<file path="src/rtl/uart_tx_fifo.sv">
// UART transmitter with a fractional baud accumulator, a TX FIFO and a runtime frame format.
// Frame configuration is captured at pop time. Polarity is applied live at the pad.
//   state    | meaning
//   S_IDLE   | line idle, waiting for a tick with tx_en and queued data
//   S_START  | start bit on the line
//   S_DATA   | data bit r_cnt on the line
//   S_PARITY | parity bit on the line
//   S_STOP   | stop bit r_scnt on the line
module uart_tx_fifo #(
  parameter int DATA_W     = 8,
  parameter int FIFO_DEPTH = 4,
  parameter int BAUD_ACC_W = 16
) (
  input  logic                        clk_i,
  input  logic                        rst_ni,
  input  logic                        wr_valid_i,
  input  logic [DATA_W-1:0]           wr_data_i,
  output logic                        wr_ready_o,
  input  logic                        tx_en,
  input  logic                        parity_en,
  input  logic                        parity_odd,
  input  logic                        data_order,
  input  logic                        polarity,
  input  logic                        stop2,
  input  logic [$clog2(DATA_W+1)-1:0] data_bits,
  input  logic [BAUD_ACC_W-1:0]       bauds_lim,
  output logic                        tx_o,
  output logic                        busy_o,
  output logic                        done_o,
  output logic [$clog2(FIFO_DEPTH):0] fifo_level_o
);

  localparam int NB_W  = $clog2(DATA_W + 1);
  localparam int PTR_W = $clog2(FIFO_DEPTH);
  localparam int LVL_W = PTR_W + 1;
  localparam logic [NB_W-1:0]  NB_MAX  = NB_W'(DATA_W);
  localparam logic [LVL_W-1:0] LVL_MAX = LVL_W'(FIFO_DEPTH);

  typedef enum logic [2:0] {S_IDLE, S_START, S_DATA, S_PARITY, S_STOP} state_t;

  state_t              r_state, w_state_nxt;
  logic [BAUD_ACC_W:0] r_acc;
  logic                w_tick;

  logic [DATA_W-1:0]   r_mem [FIFO_DEPTH];
  logic [PTR_W-1:0]    r_wr_ptr, r_rd_ptr;
  logic [LVL_W-1:0]    r_level;
  logic                w_push, w_pop, w_can_start;
  logic [DATA_W-1:0]   w_head;

  logic [DATA_W-1:0]   r_data;
  logic [NB_W-1:0]     w_nbits_eff, r_nbits;
  logic                r_par_en, r_par_bit, r_msb, r_stop2, w_par_calc;

  logic [NB_W-1:0]     r_cnt, w_cnt_nxt, w_idx, w_sel;
  logic                r_scnt, w_scnt_nxt;
  logic                r_line, w_line_nxt, w_bit, w_done;

  assign busy_o       = (r_state != S_IDLE);
  assign done_o       = w_done;
  assign tx_o         = r_line ^ polarity;
  assign fifo_level_o = r_level;
  assign wr_ready_o   = (r_level < LVL_MAX);

  // Carry out of the accumulator is registered, so a tick is a clean one-cycle pulse.
  always_ff @(posedge clk_i or negedge rst_ni) begin
    if (!rst_ni)              r_acc <= '0;
    else if (tx_en || busy_o) r_acc <= {1'b0, r_acc[BAUD_ACC_W-1:0]} + {1'b0, bauds_lim};
    else                      r_acc <= '0;
  end
  assign w_tick = r_acc[BAUD_ACC_W];

  assign w_push      = wr_valid_i && wr_ready_o;
  assign w_head      = r_mem[r_rd_ptr];
  assign w_can_start = tx_en && (r_level != '0);

  always_ff @(posedge clk_i) begin
    if (w_push) r_mem[r_wr_ptr] <= wr_data_i;
  end

  always_ff @(posedge clk_i or negedge rst_ni) begin
    if (!rst_ni) begin
      r_wr_ptr <= '0;
      r_rd_ptr <= '0;
      r_level  <= '0;
    end else begin
      if (w_push) r_wr_ptr <= r_wr_ptr + PTR_W'(1);
      if (w_pop)  r_rd_ptr <= r_rd_ptr + PTR_W'(1);
      case ({w_push, w_pop})
        2'b10:   r_level <= r_level + LVL_W'(1);
        2'b01:   r_level <= r_level - LVL_W'(1);
        default: r_level <= r_level;
      endcase
    end
  end

  assign w_nbits_eff = (data_bits == '0 || data_bits > NB_MAX) ? NB_MAX : data_bits;

  // Parity is computed from the head word as it is popped, over the bits that will be sent.
  always_comb begin
    w_par_calc = parity_odd;
    for (int i = 0; i < DATA_W; i++) begin
      if (NB_W'(i) < w_nbits_eff) w_par_calc = w_par_calc ^ w_head[i];
    end
  end

  always_ff @(posedge clk_i or negedge rst_ni) begin
    if (!rst_ni) begin
      r_data    <= '0;
      r_nbits   <= NB_MAX;
      r_par_en  <= 1'b0;
      r_par_bit <= 1'b0;
      r_msb     <= 1'b0;
      r_stop2   <= 1'b0;
    end else if (w_pop) begin
      r_data    <= w_head;
      r_nbits   <= w_nbits_eff;
      r_par_en  <= parity_en;
      r_par_bit <= w_par_calc;
      r_msb     <= data_order;
      r_stop2   <= stop2;
    end
  end

  assign w_idx = (r_state == S_START) ? '0 : r_cnt + NB_W'(1);
  assign w_sel = r_msb ? (r_nbits - NB_W'(1) - w_idx) : w_idx;

  always_comb begin
    w_bit = 1'b0;
    for (int i = 0; i < DATA_W; i++) begin
      if (NB_W'(i) == w_sel) w_bit = r_data[i];
    end
  end

  always_ff @(posedge clk_i or negedge rst_ni) begin
    if (!rst_ni) begin
      r_state <= S_IDLE;
      r_line  <= 1'b1;
      r_cnt   <= '0;
      r_scnt  <= 1'b0;
    end else begin
      r_state <= w_state_nxt;
      r_line  <= w_line_nxt;
      r_cnt   <= w_cnt_nxt;
      r_scnt  <= w_scnt_nxt;
    end
  end

  always_comb begin
    w_state_nxt = r_state;
    w_line_nxt  = r_line;
    w_cnt_nxt   = r_cnt;
    w_scnt_nxt  = r_scnt;
    w_pop       = 1'b0;
    w_done      = 1'b0;
    if (w_tick) begin
      case (r_state)
        S_IDLE: begin
          if (w_can_start) begin
            w_pop       = 1'b1;
            w_line_nxt  = 1'b0;
            w_state_nxt = S_START;
          end
        end
        S_START: begin
          w_line_nxt  = w_bit;
          w_cnt_nxt   = '0;
          w_state_nxt = S_DATA;
        end
        S_DATA: begin
          if (r_cnt == r_nbits - NB_W'(1)) begin
            if (r_par_en) begin
              w_line_nxt  = r_par_bit;
              w_state_nxt = S_PARITY;
            end else begin
              w_line_nxt  = 1'b1;
              w_scnt_nxt  = 1'b0;
              w_state_nxt = S_STOP;
            end
          end else begin
            w_line_nxt = w_bit;
            w_cnt_nxt  = r_cnt + NB_W'(1);
          end
        end
        S_PARITY: begin
          w_line_nxt  = 1'b1;
          w_scnt_nxt  = 1'b0;
          w_state_nxt = S_STOP;
        end
        S_STOP: begin
          if (r_stop2 && !r_scnt) begin
            w_scnt_nxt = 1'b1;
          end else begin
            w_done = 1'b1;
            // Chain straight into the next start bit so queued frames leave no idle gap.
            if (w_can_start) begin
              w_pop       = 1'b1;
              w_line_nxt  = 1'b0;
              w_state_nxt = S_START;
            end else begin
              w_state_nxt = S_IDLE;
            end
          end
        end
        default: w_state_nxt = S_IDLE;
      endcase
    end
  end

endmodule

</file>
<file path="config.mk">
export PLATFORM = sky130hd
export DESIGN_NAME = uart_tx_fifo
export DESIGN_NICKNAME = d
export VERILOG_FILES = /design/src/rtl/uart_tx_fifo.sv
export SDC_FILE = /design/constraint.sdc
export NUM_CORES = 1
export LEC_CHECK = 0
export CORE_UTILIZATION = 45
export DETAILED_ROUTE_END_ITERATION = 8
export MAX_ROUTING_LAYER = met4
export PLACE_DENSITY = 0.62
export SLEW_MARGIN = 15
export SYNTH_ARGS = -nofsm -noshare
export SYNTH_HDL_FRONTEND = slang
export SYNTH_SLANG_ARGS = --single-unit
</file>
<file path="constraint.sdc">
create_clock -name clk_i -period 7.25 [get_ports clk_i]
set_input_delay 1.0875 -clock clk_i [delete_from_list [all_inputs] [get_ports clk_i]]
set_output_delay 1.0875 -clock clk_i [all_outputs]
set_load 0.02 [all_outputs]
</file>
==> metrics.txt, run 1 <==
unrepaired setup endpoints after global routing=no; core region area=roughly 0.0098 sq mm; routability-driven placement congestion ratio=approximately 0.8; Tcrit/Tclk final=between 40% and 50%; final setup violation count=0; power density cells=about 420 mW/mm^2; max frequency=between 0.2 and 0.3 GHz; Async S/R FF share, synth=between 60% and 70%; Post-Syn Area per Cell=about 12 sq um; maximum VDD drop=~160 uV; drt first pass iters=4; non-filler instance count after layout=between 500 and 600; top post-synthesis cells by area=dfrtp_1 (26%), edfxtp_1 (21%), ha_1 (7.1%), xnor2_1 (3.6%), mux4_2 (3.0%); clock slew at reported path FFs=roughly 100 ps; Area Overhead vs Synth=16.58%; total gr overflow=0; Die Ht=between 100 and 150 um; Gate Count Post-Synth=between 300 and 400; most frequent cells in the layout=dfrtp_1 (47), clkdlybuf4s50_1 (42), edfxtp_1 (32); fin crit period=roughly 3600 ps; initial core utilization=a little under half; Vias/cell=5.229; initial antenna violation count=0; Post-Syn Nets=roughly 460; Die Wd=around 100 um; layout cell share with drive strength beyond 1=10.74%; Worst EP required=around 7500 ps; Ys Warns=0; Clock Sink Count=81; critical path fanouts, max=19; commonest non-fill, non-tap cell in the layout=dfrtp_1; Synth top area share=25.77%; final hold vios=0; number of synthesized register bits=81; H-tree levels=3; skew final=between 15 and 20 ps; Antenna Nets Post-Route=0; die area=0.01055 sq mm; clock buffer depth=2; setup tns final=0 ps; Post-synth EDFFs=32; Post-Place Cells=approximately 560; WL final=8457 um; Post-route DRC=0; IO buf count=43; fill count=just under 900; status=completed; register area=around 0.0022 sq mm; nature of the critical path endpoint=flop; vias in the first global route=about 3,000; clock root buffer=clkbuf_8; pin count of the biggest net entering global routing=50; Min-Delay Path Class=reg -> reg; post-synthesis sequential area ratio=47.97%; Clk Latency, worst-skew pair=between 300 and 400 ps; Cell variety after synth=between 60 and 70; Pleak=~2.2 nW; Worst Hold Depth=2; Slew headroom=roughly two fifths; Post-synth top flop=dfrtp_1; DR WL/cell=between 10 and 15 um; Nets=between 500 and 600; crit path kind=in -> reg; DP Wirelength=between 6000 and 7000 um; initial DRC count=79; CP arrival=between 3000 and 4000 ps; worst-margin pin slew=just over 900 ps; CTS tree=yes; CTS Buf Count=9; final slew viol count=0; reg2reg path depth=10; # diodes=0; hold buffers post-CTS=0; Rows=36; CP startpoint kind=input port; CTS-repair resized insts=0; first-pass GRT wire length=approximately 14,000 um; Max-Cap Viols=0; postcts setup bufs=0; area occupied by multi-input gates=~0.0022 sq mm; cell area after synthesis=0.004564 sq mm; via count=slightly above 3,000; area leader, netlist=dfrtp_1; io pins=44; Total GRT Usage=a little under a fifth
[per-layer routing]
metal,track usage (%),vias to the layer above,wire length (um)
met5,-,-,0
met1,24.57,1446,4098
met2,28.51,62,3943
met4,4.615,0,58
li1,-,1519,-
met3,4.000,6,357
[per-stage QoR]
stage                     util (%)  hold slack [ps]  power (mW)  setup WS, ps  instance area, sq um
after floorplan                  -            456.2       1.661          3964                  4564
after global placement       52.15            477.0       1.907          3364                  5121
after detailed placement     52.15            493.3       1.928          3271                  5121
after CTS                    54.19            515.3       2.267          3666                  5321
after global routing         54.19            530.4       2.438          3476                  5321
final                        54.19            508.5       2.243          3664                  5321
[critical path, stage by stage]
cell	delay [ps]
clkdlybuf4s50_1	510
o31a_1	210
nand3_1	570
clkinv_1	420
ha_1	250
inv_1	60
fa_1	370
xor2_1	150
nor2_1	110
xnor2_1	120
[where the power goes]
part	internal (mW)	total, mW	switching (mW)
combinational	0.561	1.14	0.579
clock	0.138	0.331	0.193
sequential	0.638	0.772	0.134
[state kept, by name, summed over array words and instances (netlist names)]
| register | flops |
|---|---|
| fifo_level_o | 3 |
| r_mem | 32 |
| r_cnt | 4 |
| r_par_en | 1 |
| r_line | 1 |
| r_data | 8 |
| r_stop2 | 1 |
| r_scnt | 1 |
| r_acc | 17 |
| r_state | 3 |
| r_msb | 1 |
| r_par_bit | 1 |
| r_wr_ptr | 2 |
| r_rd_ptr | 2 |
| r_nbits | 4 |
[layout make-up]
| cell class | instances | share of cell area (%) |
|---|---|---|
| Multi-Input combinational cell | 284 | 42.28 |
| Clock buffer | 9 | 2.328 |
| Sequential cell | 81 | 41.15 |
| Tap cell | 133 | 3.127 |
| Inverter | 22 | 1.552 |
| Clock inverter | 7 | 1.434 |
| Timing Repair Buffer | 44 | 8.135 |
[cell families (layout without fill, tap and decap cells)]
| logic type | after synthesis | in the layout | synth area share (%) |
|---|---|---|---|
| simple gates | 105 | 105 | 11.65 |
| compound gates | 86 | 86 | 12.64 |
| buf+inv | 31 | 82 | 2.741 |
| flops | 81 | 81 | 47.97 |
| fa+ha+maj | 29 | 29 | 8.443 |
| mux | 29 | 29 | 9.375 |
| xor+xnor | 35 | 35 | 7.182 |
[worst paths after layout]
path | slack [ps] | end | from
worst max-delay path | 3660 | fifo_level_o[2] | tx_en
min in group asynchronous | 820 | r_acc[2] | rst_ni
worst max register to register | 4160 | r_line | r_state[0]
worst min register to register | 510 | r_par_bit | r_par_bit
worst min-delay path | 510 | r_par_bit | r_par_bit
max in group asynchronous | 5990 | r_nbits[0] | rst_ni
[synth_stat cells (2+ instances only)]
cell	n
a211o_1	2
a21o_1	11
dfstp_2	2
mux4_2	6
mux2i_1	9
nand4_1	2
dfrtp_1	47
edfxtp_1	32
nand2b_1	10
xor2_1	14
nand2_1	31
a21oi_1	16
mux2_2	11
o31ai_1	4
nand3_1	2
clkbuf_1	7
and3_1	4
o21ai_0	25
fa_1	3
o21bai_1	4
nor2_1	23
nor3_1	10
a21oi_2	2
inv_1	21
ha_1	26
nor2b_1	4
nand3b_1	2
a31oi_1	4
o22ai_1	2
xnor2_1	19
and2_1	9
mux4_1	3
Note: power is estimated with default switching activity, not from simulation.
==> run 2: changes to the inputs <==
--- a/config.mk
+++ b/config.mk
@@ -8,7 +8,7 @@
 export CORE_UTILIZATION = 45
 export DETAILED_ROUTE_END_ITERATION = 8
 export MAX_ROUTING_LAYER = met4
-export PLACE_DENSITY = 0.62
+export PLACE_DENSITY = 0.65
 export SLEW_MARGIN = 15
 export SYNTH_ARGS = -nofsm -noshare
 export SYNTH_HDL_FRONTEND = slang
==> constraint.sdc (replaced) <==
create_clock -name clk_i -period 3.1 [get_ports clk_i]
set_input_delay 0.465 -clock clk_i [delete_from_list [all_inputs] [get_ports clk_i]]
set_output_delay 0.465 -clock clk_i [all_outputs]
set_load 0.02 [all_outputs]
==> run 2 against run 1 <==
- core utilization is 0.76 points higher
- count of clock-buffer cells in the layout stayed put
- clock power is 150% higher
- total power is 140% higher
- global-route usage is 0.18 points higher
- via count is 1.1% higher
- sequential share of layout area is 0.57 points lower
- sequential power is 130% higher
- critical endpoint is now r_acc[14]
- highest routed layer unchanged
==> metrics.txt, run 2 (same netlist as run 1, synthesis figures left out) <==
Largest regs=r_mem: 32 flops, r_acc: 17 flops, r_data: 8 flops (unchanged); CP Cell Sequence=clkdlybuf4s50_1 > ha_1 > fa_1 > a21o_1 > a21oi_2 > o21bai_1 > a2111o_1 > a211o_1 > a311oi_1 > nor3_1 (was clkdlybuf4s50_1 > o31a_1 > nand3_1 > clkinv_1 > ha_1 > inv_1 > fa_1 > xor2_1 > nor2_1 > xnor2_1); critical path launch point=bauds_lim[0] (was tx_en); total gr overflow=0 (unchanged); most frequent cells in the layout=dfrtp_1 (47), clkdlybuf4s50_1 (42), edfxtp_1 (32) (unchanged); # diodes=0 (unchanged); nature of the critical path endpoint=flop (unchanged); Clk Latency, worst-skew pair=360 ps (about the same); final hold vios=0 (unchanged); final setup violation count=0 (unchanged); layout cell share with drive strength beyond 1=12.50% (was 10.74%); io pins=44 (unchanged); DR WL/cell=14.46 um (was 14.58 um); fin crit period=approximately 2900 ps; IO buf count=43 (unchanged); core region area=0.009819 sq mm (unchanged); initial core utilization=46.48% (unchanged); unrepaired setup endpoints after global routing=no (unchanged); R2R Path Start=r_state[2] (was r_state[0]); Vias/cell=5.207 (was 5.229); Largest register FFs=32 (unchanged); Total GRT Usage=18.57% (was 18.39%); pin count of the biggest net entering global routing=30 (was 50); worst-margin pin slew=661.2 ps (was 914.4 ps); first-pass GRT wire length=14,380 um (was 14,280 um); CTS Buf Count=9 (unchanged); fill count=882 (was 893); initial DRC count=77 (was 79); Die Ht=102.7 um (unchanged); skew final=10.83 ps (was 17.60 ps); critical path fanouts, max=4 (was 19); Area Overhead vs Synth=18.23% (was 16.58%); H-tree levels=3 (unchanged); Max-Cap Viols=0 (unchanged); status=completed (unchanged); Min-Delay Path Class=in -> async (was reg -> reg); vias in the first global route=3,040 (was 2,983); clock slew at reported path FFs=100 ps (about the same); power density cells=992.4 mW/mm^2 (was 421.5 mW/mm^2); Post-route DRC=0 (unchanged); Largest Register=r_mem (unchanged); DP Wirelength=6464 um (was 6246 um); Tcrit/Tclk final=between 90 and 100%; commonest non-fill, non-tap cell in the layout=dfrtp_1 (unchanged); Worst EP required=3340 ps (was 7540 ps); WL final=8518 um (was 8457 um); Crit-path slowest cell=a2111o_1 (was nand3_1); CTS tree=yes (unchanged); hold buffers post-CTS=0 (unchanged); clock root buffer=clkbuf_8 (unchanged); setup tns final=0 ps (unchanged); reg2reg path depth=10 (unchanged); crit path kind=in -> reg (unchanged); Util after Layout=54.96% (was 54.19%); register area=0.002190 sq mm (unchanged); CP startpoint kind=input port (unchanged); postcts setup bufs=0 (unchanged); CP arrival=3130 ps (was 3870 ps); crit-path max cell delay=490 ps (was 570 ps); drt first pass iters=4 (unchanged); final slew viol count=0 (unchanged); Clock Sink Count=81 (unchanged); Pleak=2.288 nW (was 2.244 nW); area occupied by multi-input gates=0.002250 sq mm (unchanged); RR Endpoint=r_line (unchanged); Nets=517 (was 508); die area=0.01055 sq mm (unchanged); Top delay family on crit path=compound AO/OA/AOI/OAI gates (was buffers and inverters); maximum VDD drop=518.2 uV (was 156.4 uV); initial antenna violation count=0 (unchanged); Worst R2R Setup Slack=340 ps (was 4160 ps); Rows=36 (unchanged); via count=3,067 (was 3,033); clock buffer depth=2 (unchanged); Antenna Nets Post-Route=0 (unchanged); Die Wd=102.7 um (unchanged); CTS-repair resized insts=0 (unchanged); routability-driven placement congestion ratio=0.8510 (was 0.8004); Slew headroom=55.92% (was 38.81%); buffer and inverter count on the worst path=1 (was 3); max frequency=0.3461 GHz
[run 2: cell count changes in the layout (fill, tap and decap cells not counted), sizes merged]
cell / delta
buf: +9
bufinv: +1
clkinv: -1
clkinvlp: +1
inv: -1
[run 2: worst reg2reg max path: stages, from the launching register on]
cell	delay (ps)
dfrtp_1	400
nor3b_2	310
nor2_1	90
ha_1	210
fa_1	380
xor2_1	170
mux2_2	330
mux2i_1	150
mux2i_1	140
mux2i_1	100
o41ai_1	370
[run 2: stage by stage]
stage / area [sq um] / setup slack (ps) / hold WS, ps / power [mW] / instances
final: 5396 / 211.0 / 126.4 / 5.355 / 589
after global routing: 5396 / 95.77 / 167.0 / 5.823 / 589
after CTS: 5396 / 257.0 / 145.2 / 5.411 / 589
after detailed placement: 5189 / -128.9 / 488.3 / 4.590 / 573
after global placement: 5189 / -84.70 / 487.1 / 4.506 / 573
after floorplan: 4564 / 436.2 / 169.4 / 3.885 / 396
[run 2: where the power goes]
group	switching (mW)	internal, mW	total [mW]
logic	1.42	1.38	2.79
clock network	0.428	0.389	0.818
registers	0.250	1.49	1.74
total	2.09	3.26	5.36
[run 2: area by class of cell]
type                            count  area share, %
Clock inverter                      7          1.553
Tap cell                          133          3.084
Inverter                           22          1.530
Sequential cell                    81          40.57
Multi-Input combinational cell    284          41.69
Clock buffer                        9          2.295
Timing Repair Buffer               53          9.274
[run 2: worst max path at each step]
stage	end	slack, ps	cells after the start
4_1_cts	r_acc[14]	260	10
2_1_floorplan	r_acc[14]	440	9
6_report	r_acc[14]	210	10
3_3_place_gp	r_acc[14]	-80	10
5_1_grt	r_acc[14]	100	10
3_5_place_dp	r_acc[14]	-130	10
[run 2: layer usage]
| metal | GRT usage, % | wire length, um | up-vias |
|---|---|---|---|
| li1 | - | - | 1546 |
| met1 | 24.48 | 4130 | 1481 |
| met2 | 29.18 | 4103 | 32 |
| met3 | 4.271 | 200 | 8 |
| met4 | 4.286 | 83 | 0 |
| met5 | - | 0 | - |
==> run 3: changes to the inputs <==
--- a/config.mk
+++ b/config.mk
@@ -5,11 +5,12 @@
 export SDC_FILE = /design/constraint.sdc
 export NUM_CORES = 1
 export LEC_CHECK = 0
-export CORE_UTILIZATION = 45
+export CORE_UTILIZATION = 48
 export DETAILED_ROUTE_END_ITERATION = 8
 export MAX_ROUTING_LAYER = met4
-export PLACE_DENSITY = 0.65
+export PLACE_DENSITY = 0.68
 export SLEW_MARGIN = 15
 export SYNTH_ARGS = -nofsm -noshare
 export SYNTH_HDL_FRONTEND = slang
 export SYNTH_SLANG_ARGS = --single-unit
+export TNS_END_PERCENT = 100
==> run 3 against run 2 <==
- critical path depth unchanged
- clock power about the same
- sequential power about the same
- final cell count down 0.51%
- worst setup slack better by 68 ps
- largest cell class unchanged
- maximum frequency up 2.4%
- via count up 3.0%
- sequential share of layout area about the same
- routed wire length up 1.0%
- die area down 6.1%
- critical path type unchanged
- highest routed layer unchanged
==> metrics.txt, run 3 (same netlist as run 1, synthesis figures left out) <==
status=completed (unchanged); final hold vios=0 (unchanged); crit path kind=in -> reg (unchanged); Clk Latency, worst-skew pair=360 ps (about the same); CTS tree=yes (unchanged); DR WL/cell=14.69 um (was 14.46 um); IO buf count=43 (unchanged); postcts setup bufs=0 (unchanged); fin area=0.005400 sq mm (was 0.005396 sq mm); Largest Register=r_mem (unchanged); Rows=35 (was 36); met2 WL post-DR=4217 um (was 4103 um); Worst EP required=3350 ps (was 3340 ps); Tcrit/Tclk final=90.99% (was 93.20%); Die Wd=99.52 um (was 102.7 um); pin count of the biggest net entering global routing=38 (was 30); Final Worst Setup Slack=279.3 ps (was 211.0 ps); Area Overhead vs Synth=18.31% (was 18.23%); worst-margin pin slew=864.3 ps (was 661.2 ps); met1 WL=3988 um (was 4130 um); first-pass GRT wire length=14,490 um (was 14,380 um); Vias/cell=5.392 (was 5.207); io pins=44 (unchanged); Nets=518 (was 517); DP Wirelength=6444 um (was 6464 um); core region area=0.009240 sq mm (was 0.009819 sq mm); maximum VDD drop=409.1 uV (was 518.2 uV); WL final=8607 um (was 8518 um); commonest non-fill, non-tap cell in the layout=dfrtp_1 (unchanged); # diodes=0 (unchanged); Antenna Nets Post-Route=0 (unchanged); DP Area=0.005191 sq mm (was 0.005189 sq mm); die area=0.009903 sq mm (was 0.01055 sq mm); power density cells=992.8 mW/mm^2 (was 992.4 mW/mm^2); Slew headroom=42.38% (was 55.92%); total gr overflow=0 (unchanged); worst hold slack=209.5 ps (was 126.4 ps); Post-route DRC=0 (unchanged); CTS Buf Count=9 (unchanged); via count=3,160 (was 3,067); Largest regs=r_mem: 32 flops, r_acc: 17 flops, r_data: 8 flops (unchanged); Largest register FFs=32 (unchanged); unrepaired setup endpoints after global routing=no (unchanged); pre-CTS WS=-91.52 ps (was -128.9 ps); clock root buffer=clkbuf_8 (unchanged); Clock Sink Count=81 (unchanged); uppermost routed layer=met4 (unchanged); nature of the critical path endpoint=flop (unchanged); routability-driven placement congestion ratio=0.8422 (was 0.8510); H-tree levels=3 (unchanged); final slew viol count=0 (unchanged); Met3 Routed Length=295 um (was 200 um); Min-Delay Path Class=in -> async (unchanged); Pleak=2.290 nW (was 2.288 nW); critical path fanouts, max=4 (unchanged); max frequency=0.3545 GHz (was 0.3461 GHz); clock buffer depth=2 (unchanged); Die Ht=99.52 um (was 102.7 um); CP arrival=3070 ps (was 3130 ps); most frequent cells in the layout=dfrtp_1 (47), clkdlybuf4s50_1 (42), edfxtp_1 (32) (unchanged); vias in the first global route=3,097 (was 3,040); drt first pass iters=4 (unchanged); layout cell share with drive strength beyond 1=12.69% (was 12.50%); skew final=16.86 ps (was 10.83 ps); clock slew at reported path FFs=100 ps (about the same); initial core utilization=49.40% (was 46.48%); setup tns final=0 ps (unchanged); CTS-repair resized insts=0 (unchanged); hold buffers post-CTS=0 (unchanged); final setup violation count=0 (unchanged); fin crit period=2821 ps (was 2889 ps); initial antenna violation count=0 (unchanged); Max-Cap Viols=0 (unchanged); initial DRC count=116 (was 77); Total GRT Usage=19.60% (was 18.57%); Total Power=5.361 mW (was 5.355 mW); CP startpoint kind=input port (unchanged)
[run 3: cell type report]
cell class,count,area [sq um]
multi-input combinational,284,2250
inverter,22,82.58
clock inverter,7,85.08
fill,794,3840
tap,129,161.4
clock buffer,9,123.9
sequential,81,2190
timing repair buffer,54,508.0
[run 3: where the power goes]
group          internal [mW]  switching (mW)
Clock                  0.389           0.432
Sequential              1.49           0.263
Combinational           1.37            1.41
[run 3: worst max-delay path: stages]
cell and delay, ps:
clkdlybuf4s50_1 400, ha_1 230, fa_1 390, a21o_1 180
a21oi_2 150, o21bai_1 90, a2111o_1 480, a211o_1 320
a311oi_1 270, nor3_1 80
[run 3: path summary, 6_finish.rpt]
check | from | cells after the start | slack [ps] | to
worst max-delay path | bauds_lim[0] | 10 | 280 | r_acc[14]
worst max register to register | r_nbits[0] | 11 | 390 | r_line
worst min-delay path | rst_ni | 1 | 210 | r_acc[8]
worst min register to register | r_par_bit | 2 | 490 | r_par_bit
max in group asynchronous | rst_ni | 2 | 2160 | r_nbits[3]
min in group clk_i | r_par_bit | 2 | 490 | r_par_bit
[run 3: layer usage]
metal | vias up | GRT usage (%)
met5 | - | -
met4 | 0 | 7.014
met3 | 10 | 3.092
met2 | 56 | 32.37
met1 | 1557 | 24.57
li1 | 1537 | -
[run 3: through the flow]
| step | instances | utilization [%] |
|---|---|---|
| floorplan | 396 | - |
| global placement | 570 | 56.18 |
| detailed placement | 570 | 56.18 |
| CTS | 586 | 58.44 |
| global route | 586 | 58.44 |
| finish | 586 | 58.44 |
